**config.mk**
```make
export PLATFORM = sky130hd
export DESIGN_NAME = mem_arbiter
export DESIGN_NICKNAME = d
export VERILOG_FILES = /design/src/rtl/mem_arbiter_pkg.sv /design/src/rtl/mem_arb_pick.sv /design/src/rtl/mem_arbiter.sv
export SDC_FILE = /design/constraint.sdc
export NUM_CORES = 1
export LEC_CHECK = 0
export BUFFER_PORTS_ARGS = -buffer_cell sky130_fd_sc_hd__buf_4
export CAP_MARGIN = 20
export CORE_UTILIZATION = 48
export DETAILED_ROUTE_END_ITERATION = 10
export PLACE_DENSITY = 0.81
export SETUP_SLACK_MARGIN = 0.05
export SLEW_MARGIN = 20
export SYNTH_ARGS = -nofsm -noshare
export SYNTH_HDL_FRONTEND = slang
export SYNTH_SLANG_ARGS = --single-unit
```
**constraint.sdc**
```tcl
create_clock -name clk -period 2.2 [get_ports clk]
set_input_delay 0.11 -clock clk [delete_from_list [all_inputs] [get_ports clk]]
set_output_delay 0.11 -clock clk [all_outputs]
set_load 0.02 [all_outputs]
```
**src/rtl/mem_arbiter_pkg.sv**
```systemverilog
// Shared types and widths for the memory-port arbiter.
// State and owner encodings are kept here so the top and the picker agree on them.
package mem_arbiter_pkg;

    localparam int ISA_WIDTH = 32;

    typedef enum logic [1:0] {
        MA_IDLE = 2'd0,
        MA_REQ  = 2'd1,
        MA_WAIT = 2'd2
    } ma_state_e;

    typedef enum logic {
        MA_OWN_IFU = 1'b0,
        MA_OWN_LSU = 1'b1
    } ma_owner_e;

    function automatic int streak_width(input int limit);
        return $clog2(limit + 1);
    endfunction

endpackage

```
**src/rtl/mem_arb_pick.sv**
```systemverilog
// Winner select between fetch and load/store, plus the LSU streak counter.
// LSU normally wins; after STARVE_LIMIT back-to-back LSU wins over a waiting IFU, the IFU gets one grant.
module mem_arb_pick
    import mem_arbiter_pkg::*;
#(
    parameter int STARVE_LIMIT = 4
) (
    input  logic clk,
    input  logic rst,
    input  logic en,
    input  logic ifu_req,
    input  logic lsu_req,
    output logic ifu_gnt,
    output logic lsu_gnt
);

    localparam int SW = streak_width(STARVE_LIMIT);

    logic [SW-1:0] streak;
    logic          at_limit;
    logic          ifu_win;

    always_comb begin
        at_limit = (streak == SW'(STARVE_LIMIT));
        ifu_win  = ifu_req && (!lsu_req || at_limit);
        ifu_gnt  = en && ifu_win;
        lsu_gnt  = en && lsu_req && !ifu_win;
    end

    // Only LSU wins that actually delay a waiting IFU count toward the limit.
    always_ff @(posedge clk) begin
        if (rst) begin
            streak <= '0;
        end else if (ifu_gnt) begin
            streak <= '0;
        end else if (lsu_gnt && ifu_req && !at_limit) begin
            streak <= streak + 1'b1;
        end
    end

endmodule

```
**src/rtl/mem_arbiter.sv**
```systemverilog
// Shares one memory port between IFU and LSU: grant, latch the request, run the
// req/ready/rvalid handshake and route the registered response back to its owner.
module mem_arbiter
    import mem_arbiter_pkg::*;
#(
    parameter int ADDR_W       = ISA_WIDTH,
    parameter int DATA_W       = ISA_WIDTH,
    parameter int STARVE_LIMIT = 4
) (
    input  logic                clk,
    input  logic                rst,
    input  logic                ifu_req,
    input  logic [ADDR_W-1:0]   ifu_addr,
    output logic                ifu_gnt,
    output logic                ifu_rvalid,
    output logic [DATA_W-1:0]   ifu_rdata,
    input  logic                lsu_req,
    input  logic                lsu_we,
    input  logic [ADDR_W-1:0]   lsu_addr,
    input  logic [DATA_W-1:0]   lsu_wdata,
    input  logic [DATA_W/8-1:0] lsu_wmask,
    output logic                lsu_gnt,
    output logic                lsu_rvalid,
    output logic [DATA_W-1:0]   lsu_rdata,
    output logic                mem_req,
    output logic                mem_we,
    output logic [ADDR_W-1:0]   mem_addr,
    output logic [DATA_W-1:0]   mem_wdata,
    output logic [DATA_W/8-1:0] mem_wmask,
    input  logic                mem_ready,
    input  logic                mem_rvalid,
    input  logic [DATA_W-1:0]   mem_rdata
);

    ma_state_e           state_q, state_d;
    ma_owner_e           owner_q;
    logic                rst_d;
    logic                blank;
    logic                grant_en;
    logic                pick_ifu, pick_lsu;
    logic                resp_fire;
    logic                lat_we;
    logic [ADDR_W-1:0]   lat_addr;
    logic [DATA_W-1:0]   lat_wdata;
    logic [DATA_W/8-1:0] lat_wmask;
    logic                ifu_rvalid_q, lsu_rvalid_q;
    logic [DATA_W-1:0]   ifu_rdata_q, lsu_rdata_q;

    // Outputs stay quiet during reset and for one cycle after it.
    assign blank    = rst | rst_d;
    assign grant_en = (state_q == MA_IDLE) && !blank;

    mem_arb_pick #(
        .STARVE_LIMIT (STARVE_LIMIT)
    ) u_pick (
        .clk     (clk),
        .rst     (rst),
        .en      (grant_en),
        .ifu_req (ifu_req),
        .lsu_req (lsu_req),
        .ifu_gnt (pick_ifu),
        .lsu_gnt (pick_lsu)
    );

    always_comb begin
        state_d   = state_q;
        resp_fire = 1'b0;
        case (state_q)
            MA_IDLE: begin
                if (pick_ifu || pick_lsu) state_d = MA_REQ;
            end
            MA_REQ: begin
                if (mem_ready) begin
                    if (mem_rvalid) begin
                        state_d   = MA_IDLE;
                        resp_fire = 1'b1;
                    end else begin
                        state_d = MA_WAIT;
                    end
                end
            end
            MA_WAIT: begin
                if (mem_rvalid) begin
                    state_d   = MA_IDLE;
                    resp_fire = 1'b1;
                end
            end
            default: state_d = MA_IDLE;
        endcase
    end

    always_ff @(posedge clk) begin
        rst_d <= rst;
        if (rst) begin
            state_q      <= MA_IDLE;
            owner_q      <= MA_OWN_IFU;
            lat_we       <= 1'b0;
            lat_addr     <= '0;
            lat_wdata    <= '0;
            lat_wmask    <= '0;
            ifu_rvalid_q <= 1'b0;
            lsu_rvalid_q <= 1'b0;
            ifu_rdata_q  <= '0;
            lsu_rdata_q  <= '0;
        end else begin
            state_q      <= state_d;
            ifu_rvalid_q <= resp_fire && (owner_q == MA_OWN_IFU);
            lsu_rvalid_q <= resp_fire && (owner_q == MA_OWN_LSU);
            if (resp_fire && owner_q == MA_OWN_IFU) ifu_rdata_q <= mem_rdata;
            if (resp_fire && owner_q == MA_OWN_LSU) lsu_rdata_q <= mem_rdata;
            if (pick_lsu) begin
                owner_q   <= MA_OWN_LSU;
                lat_we    <= lsu_we;
                lat_addr  <= lsu_addr;
                lat_wdata <= lsu_wdata;
                lat_wmask <= lsu_wmask;
            end else if (pick_ifu) begin
                owner_q   <= MA_OWN_IFU;
                lat_we    <= 1'b0;
                lat_addr  <= ifu_addr;
                lat_wdata <= '0;
                lat_wmask <= '0;
            end
        end
    end

    always_comb begin
        ifu_gnt    = pick_ifu;
        lsu_gnt    = pick_lsu;
        mem_req    = !blank && (state_q == MA_REQ);
        mem_we     = blank ? 1'b0 : lat_we;
        mem_addr   = blank ? '0 : lat_addr;
        mem_wdata  = blank ? '0 : lat_wdata;
        mem_wmask  = blank ? '0 : lat_wmask;
        ifu_rvalid = !blank && ifu_rvalid_q;
        lsu_rvalid = !blank && lsu_rvalid_q;
        ifu_rdata  = blank ? '0 : ifu_rdata_q;
        lsu_rdata  = blank ? '0 : lsu_rdata_q;
    end

endmodule
```
Word level (Yosys, flattened, before mapping). Cells that the tools add are included. Widths: inputs -> output; s select.

Register bits after elaboration: 142. Bits of input ports: 139. Output and inout port bits: 138. Logic and storage cells: 66.

$add $sub $neg: 1. Equality and inequality tests: 6. Multiplexer cells: 23. Bitwise logic cells: 2. Reduce and logical (&&, ||, !) cells: 22.

Operator list (count): $mux 32 (8); $logic_and 1x1->1 (12); $mux 4 (3); $mux 2 (4); $mux 1 (6); $pmux 2 s3 (1); $logic_not 1->1 (4); $ne 2x2->1 const B (2); $add 3x1->3 const B (1); $eq 3x3->1 const B (1); $reduce_and 3->1 (1); $eq 2x1->1 const B (1); $eq 2x2->1 const B (1); $logic_not 2->1 (1); $logic_or 1x1->1 (2); $ne 2x1->1 const B (1); $pmux 1 s2 (1); $reduce_bool 2->1 (1); $reduce_or 2->1 (1); $not 1->1 (1); $or 1x1->1 (1).

Depth between registers and ports, before layout.
Word-level depth: 8. Depth in mapped cells: 9. Gate-level depth less buffers: 7.

Modules after synthesis. A second synthesis with hierarchy kept.

Cells, all modules: 756. Area total of the unflattened synthesis: 6737.7 µm².

Modules (own cells, without submodules): mem_arbiter (instances 1, cells an instance 730, area an instance 6528.8 µm²); mem_arb_pick (instances 1, cells an instance 26, area an instance 209.0 µm²).

Worst setup path after synthesis. No wires, ideal clock.

Kind: register to register. Start: register state_q[0]. End: register owner_q. Data arrival time: 1549 ps. Data required time: 2072 ps. Setup slack: 524 ps. Cell stages (with the launch flop): 8. Buffers on the path: 2. Period minus slack after synthesis: 1676 ps. Cell sequence: dfxtp_1 > inv_1 > ha_1 > or4b_1 > buf_6 > buf_6 > a21oi_2 > nor2_1.

Longest elaborated chain between the ends: 5. Elaborated cells on any way between the ends: 7. Those cells by class: mux: 1; reduce/logical: 6.

Ends and longest elaborated chain: start, declared (line mem_arbiter.sv:35) `ma_state_e state_q, state_d;`; start signal, assigned (line mem_arbiter.sv:106) `state_q <= state_d;`; $logic_not 2->1 * (line mem_arbiter.sv:51) `assign grant_en = (state_q == MA_IDLE) && !blank;`; $logic_and 1x1->1 * (line mem_arbiter.sv:51); $logic_and 1x1->1 (2 in a row) (line mem_arb_pick.sv:27) `lsu_gnt = en && lsu_req && !ifu_win;`; $mux 1 or $reduce_bool 2->1 (tied branches); end signal, assigned (line mem_arbiter.sv:96) `owner_q <= MA_OWN_IFU;`; end signal, assigned (line mem_arbiter.sv:112) `owner_q <= MA_OWN_LSU;`; end signal, assigned (line mem_arbiter.sv:118) `owner_q <= MA_OWN_IFU;`; end, declared (line mem_arbiter.sv:36) `ma_owner_e owner_q;`.

Every way passes the cells marked *; elsewhere a longest branch is shown, timed or not. A chain may end at the register's enable or synchronous reset.

Final worst setup path.
Start: register u_pick.streak[0]. End: register lat_addr[17].

Longest elaborated chain between the ends: 6. Elaborated cells on any way between the ends: 8. Those cells by class: eq/ne: 1; mux: 1; reduce/logical: 6.

Ends and longest elaborated chain: start, declared (line mem_arb_pick.sv:19) `logic [SW-1:0] streak;`; start signal, assigned (line mem_arb_pick.sv:37) `streak <= streak + 1'b1;`; $eq 3x3->1 * (line mem_arb_pick.sv:24) `at_limit = (streak == SW'(STARVE_LIMIT));`; $logic_or 1x1->1 * (line mem_arb_pick.sv:25) `ifu_win = ifu_req && (!lsu_req || at_limit);`; $logic_and 1x1->1 * (line mem_arb_pick.sv:25); $logic_not 1->1 (line mem_arb_pick.sv:27); $logic_and 1x1->1 (line mem_arb_pick.sv:27); $mux 32 or $reduce_bool 2->1 (tied branches); end signal, assigned (line mem_arbiter.sv:114) `lat_addr <= lsu_addr;`; end signal, assigned (line mem_arbiter.sv:120) `lat_addr <= ifu_addr;`; end, declared (line mem_arbiter.sv:43) `logic [ADDR_W-1:0] lat_addr;`.

Marked as above.

==> impl_table.tex <==
\begin{tabular}{lr}
\hline
Metric & Value \\
\hline
\multicolumn{2}{l}{\textbf{Power and ir drop}} \\
Total power & 6.90 mW \\
Worst vdd ir & 0.000620 V \\
Leakage & 4.58 nW \\
Pwr per Cell Area & about 670 nW/um\^{}2 \\
\multicolumn{2}{l}{\textbf{Place}} \\
I/O Buffers & about 280 \\
Routability-driven placement congestion ratio & 0.806 \\
Post-place setup slack & just under 0.4 ns \\
Post-DP HPWL & 12000 um \\
DP Area & 8500 sq um \\
\multicolumn{2}{l}{\textbf{Global route}} \\
Number of global-route vias before repair & 6539 \\
Global-route wire length before repair & 32800 um \\
Largest net degree at the start of global routing & 102 \\
Aggregate global-route resource usage & 31.7\% \\
Global-route congestion overflow total & 0 \\
Initial antenna violation count & 0 \\
\multicolumn{2}{l}{\textbf{STA}} \\
Portion of the clock cycle consumed by the worst path in the final layout & 96.6\% \\
Headroom to the max-slew limit & 53.4\% \\
Highest achievable clock rate & roughly 470 MHz \\
Worst-margin pin slew & 0.698 ns \\
Number of endpoints failing setup at the final stage & 0 \\
Setup ws final & 0.0751 ns \\
Min Clock Period, post-route & 2.12 ns \\
Total negative setup slack & 0 ns \\
Number of hold violations in the final report & 0 \\
Slew Limit Fails & 0 \\
Clock Skew & between 0.009 and 0.01 ns \\
RSZ-0062 raised after global routing & false \\
Final hold slack & about 0.0029 ns \\
\multicolumn{2}{l}{\textbf{Clocking}} \\
TritonCTS sink count & 142 \\
Post-CTS clock slew at the launch and capture registers of the worst setup and hold paths & 0.06 ns \\
Max H-tree Level & 4 \\
Clk Latency, worst-skew pair & 0.42 ns \\
Number of buffers created by CTS & 17 \\
Buffer cell driving the clock tree root & clkbuf\_16 \\
TritonCTS clock tree & yes \\
Largest buffer count on any clock path & 2 \\
\multicolumn{2}{l}{\textbf{Critical path}} \\
CP Data Required Time & 2.53 ns \\
CP Capture Type & register \\
Startpoint of the worst-slack reg-to-reg timing path & u\_pick.streak[0]\$\_SDFFE\_PP0P\_ \\
Crit path launch & u\_pick.streak[0]\$\_SDFFE\_PP0P\_ \\
Launching element type of the critical path & register \\
Worst reg2reg path depth & 8 \\
FF-to-FF setup slack & 0.08 ns \\
Sequence of cells on the critical path & inv\_1 -> ha\_1 -> nand3\_2 -> nand4\_4 -> clkbuf\_16 -> mux2i\_1 -> dlygate4sd3\_1 -> o2bb2ai\_1 \\
Slowest library cell on the worst path & dlygate4sd3\_1 \\
Top fanout value on the critical path & 8 \\
Critical path destination & lat\_addr[17]\$\_SDFFE\_PP0P\_ \\
Type of the setup path with the least slack & register to register \\
Worst r2r dst & lat\_addr[17]\$\_SDFFE\_PP0P\_ \\
Worst path max stage delay & 0.58 ns \\
Data arrival time at the worst-slack endpoint & 2.46 ns \\
\multicolumn{2}{l}{\textbf{Drt}} \\
Detailed-route wire length on metal 1 & 8680 um \\
Number of optimization iterations in the first detailed-route pass & 5 \\
Violation count after the first detailed-routing iteration & $\sim$550 \\
Post-Route WL & 22900 um \\
Total via count in the routed design & 6617 \\
Highest metal layer used by the detailed router & met4 \\
Total length of routed met3 wires & 1830 um \\
Met2 routed wirelength & 11300 um \\
Post-DR wirelength/cell & 18.0 um \\
Post-detailed-route DRC marker count & 0 \\
Vias per cell & 5.20 \\
Count of antenna-violating nets left after detailed routing & 0 \\
\multicolumn{2}{l}{\textbf{Logic synthesis}} \\
Area fraction of the dominant cell type after synthesis & between 40\% and 50\% \\
Register bit total from synthesis & 142 \\
Part of the Yosys area used for sequential elements & 44.6\% \\
Synth warn & 0 \\
Number of enable-type register cells in the synthesized netlist & 0 \\
Main area contributors after synthesis & dfxtp\_1 (45\%), and2\_1 (13\%), nand2\_1 (7.7\%) \\
Top cell type by total area after synthesis & dfxtp\_1 \\
Synthesized Nets & 867 \\
Mapped Avg Cell Area & 8.83 sq um \\
Number of standard cells after synthesis & a little over 700 \\
Post-synthesis instance area & between 6000 and 7000 sq um \\
Fraction of registers with async set/reset & 0\% \\
Most common flop cell mapped by yosys & dfxtp\_1 \\
Count of distinct cell types in the synthesized netlist & 35 \\
\multicolumn{2}{l}{\textbf{Die}} \\
Area of the core & 12800 sq um \\
Horiz. Die Dim & 117 um \\
Number of placed I/O pins & between 200 and 300 \\
Die area & 13700 sq um \\
Initial core utilization & 49.9\% \\
Height of the chip & about 120 um \\
Row Count & 41 \\
\multicolumn{2}{l}{\textbf{Job}} \\
Max-capacitance violation count & 0 \\
\multicolumn{2}{l}{\textbf{Layout}} \\
Most common cell after layout, fill and taps aside & buf\_4 \\
Leading cell types in the layout, fill and taps excluded & buf\_4 (285), dfxtp\_1 (141), and2\_1 (136) \\
Non-Filler Cell Area, Final & 10300 sq um \\
Count of inserted antenna diode cells & 0 \\
Synthesis-to-layout area growth & 62.0\% \\
Layout cell share with drive strength beyond 1 & 33.4\% \\
Post-layout net count & $\sim$1200 \\
\multicolumn{2}{l}{\textbf{Status}} \\
Outcome & finished clean \\
\multicolumn{2}{l}{\textbf{Min path}} \\
Type of the most critical hold path & input pin to register \\
\hline
\end{tabular}
## final cells by class
type | instances | area [sq um]
Tap cell | 172 | 215
Clock buffer | 25 | 485
Sequential cell | 142 | 2840
Fill cell | 722 | 2450
Timing Repair Buffer | 406 | 3420
Inverter | 8 | 30.0
Multi-Input combinational cell | 513 | 3220
Clock inverter | 6 | 108
## flip-flops by register name, indices dropped and copies added, names as in the netlist, 2 cells and up
register and cells:
lat_addr 32, lat_wdata 32, ifu_rdata_q 32, state_q 2, lsu_rdata_q 32, lat_wmask 4
u_pick.streak 3
## metrics by stage
step                      util [%]  cells
after floorplan                  -    722
after global placement        66.5   1123
after detailed placement      66.5   1123
after CTS                     80.3   1271
after global routing          80.9   1272
final                         80.9   1272
## synth_stat cells, types with 2 or more instances
cell type,count
dfxtp_1,142
and2_1,136
nand2_1,130
a21oi_1,68
nor2_1,47
clkbuf_1,40
a22oi_2,37
mux2i_1,32
o2bb2ai_1,32
buf_6,10
inv_1,7
buf_2,6
ha_1,6
buf_4,3
nor3_1,3
o21ai_0,3
nand3_1,2
## how the worst min path moves through the flow
| stage | startpoint | slack, ns | depth (start not counted) | endpoint |
|---|---|---|---|---|
| after CTS | lsu_addr[29] | 0.006 | 3 | lat_addr[29]$_SDFFE_PP0P_ |
| after global routing | lsu_addr[13] | 0.01 | 3 | lat_addr[13]$_SDFFE_PP0P_ |
| after floorplan | rst | 0.14 | 0 | rst_d$_DFF_P_ |
| after global placement | lsu_wdata[10] | 0.35 | 3 | lat_wdata[10]$_SDFFE_PP0P_ |
| after detailed placement | lsu_wdata[26] | 0.36 | 3 | lat_wdata[26]$_SDFFE_PP0P_ |
| final | lsu_addr[13] | 0.003 | 3 | lat_addr[13]$_SDFFE_PP0P_ |
## logic make-up (layout without fill, tap and decap cells)
| family | Yosys count | count (layout) | share of synthesized area [%] |
|---|---|---|---|
| fa+ha+maj | 6 | 6 | 1.18 |
| mux | 32 | 32 | 5.02 |
| flops | 142 | 142 | 44.6 |
| compound gates | 147 | 147 | 18.1 |
| simple gates | 328 | 328 | 25.7 |
| buf+inv | 67 | 445 | 5.42 |
## repair_timing
item / in CTS / in global routing
hold buffers: 117 / 0
setup endpoints to repair: 0 / 18
setup buffers: 0 / 1
endpoints found under the hold margin: 126 / 0
gates resized for setup: 0 / 6
## layer usage
metal  GRT usage [%]  vias up
met1            33.2     3092
li1                -     3136
met2            55.3      308
met3            10.4       81
met4            19.4        0
met5               0        -
## critical path: cells and delay by family (launching register included)
family	cells	cell delay, ns
simple gates	2	0.26
buf+inv	3	0.87
mux	1	0.12
compound gates	1	0.21
fa+ha+maj	1	0.22
flops	1	0.35
## power by group
group          switching [mW]  internal [mW]
combinational           0.580          0.616
clock                    1.05           1.86
sequential             0.0831           2.71
total                    1.71           5.19
Note: power is estimated with default switching activity, not from simulation.
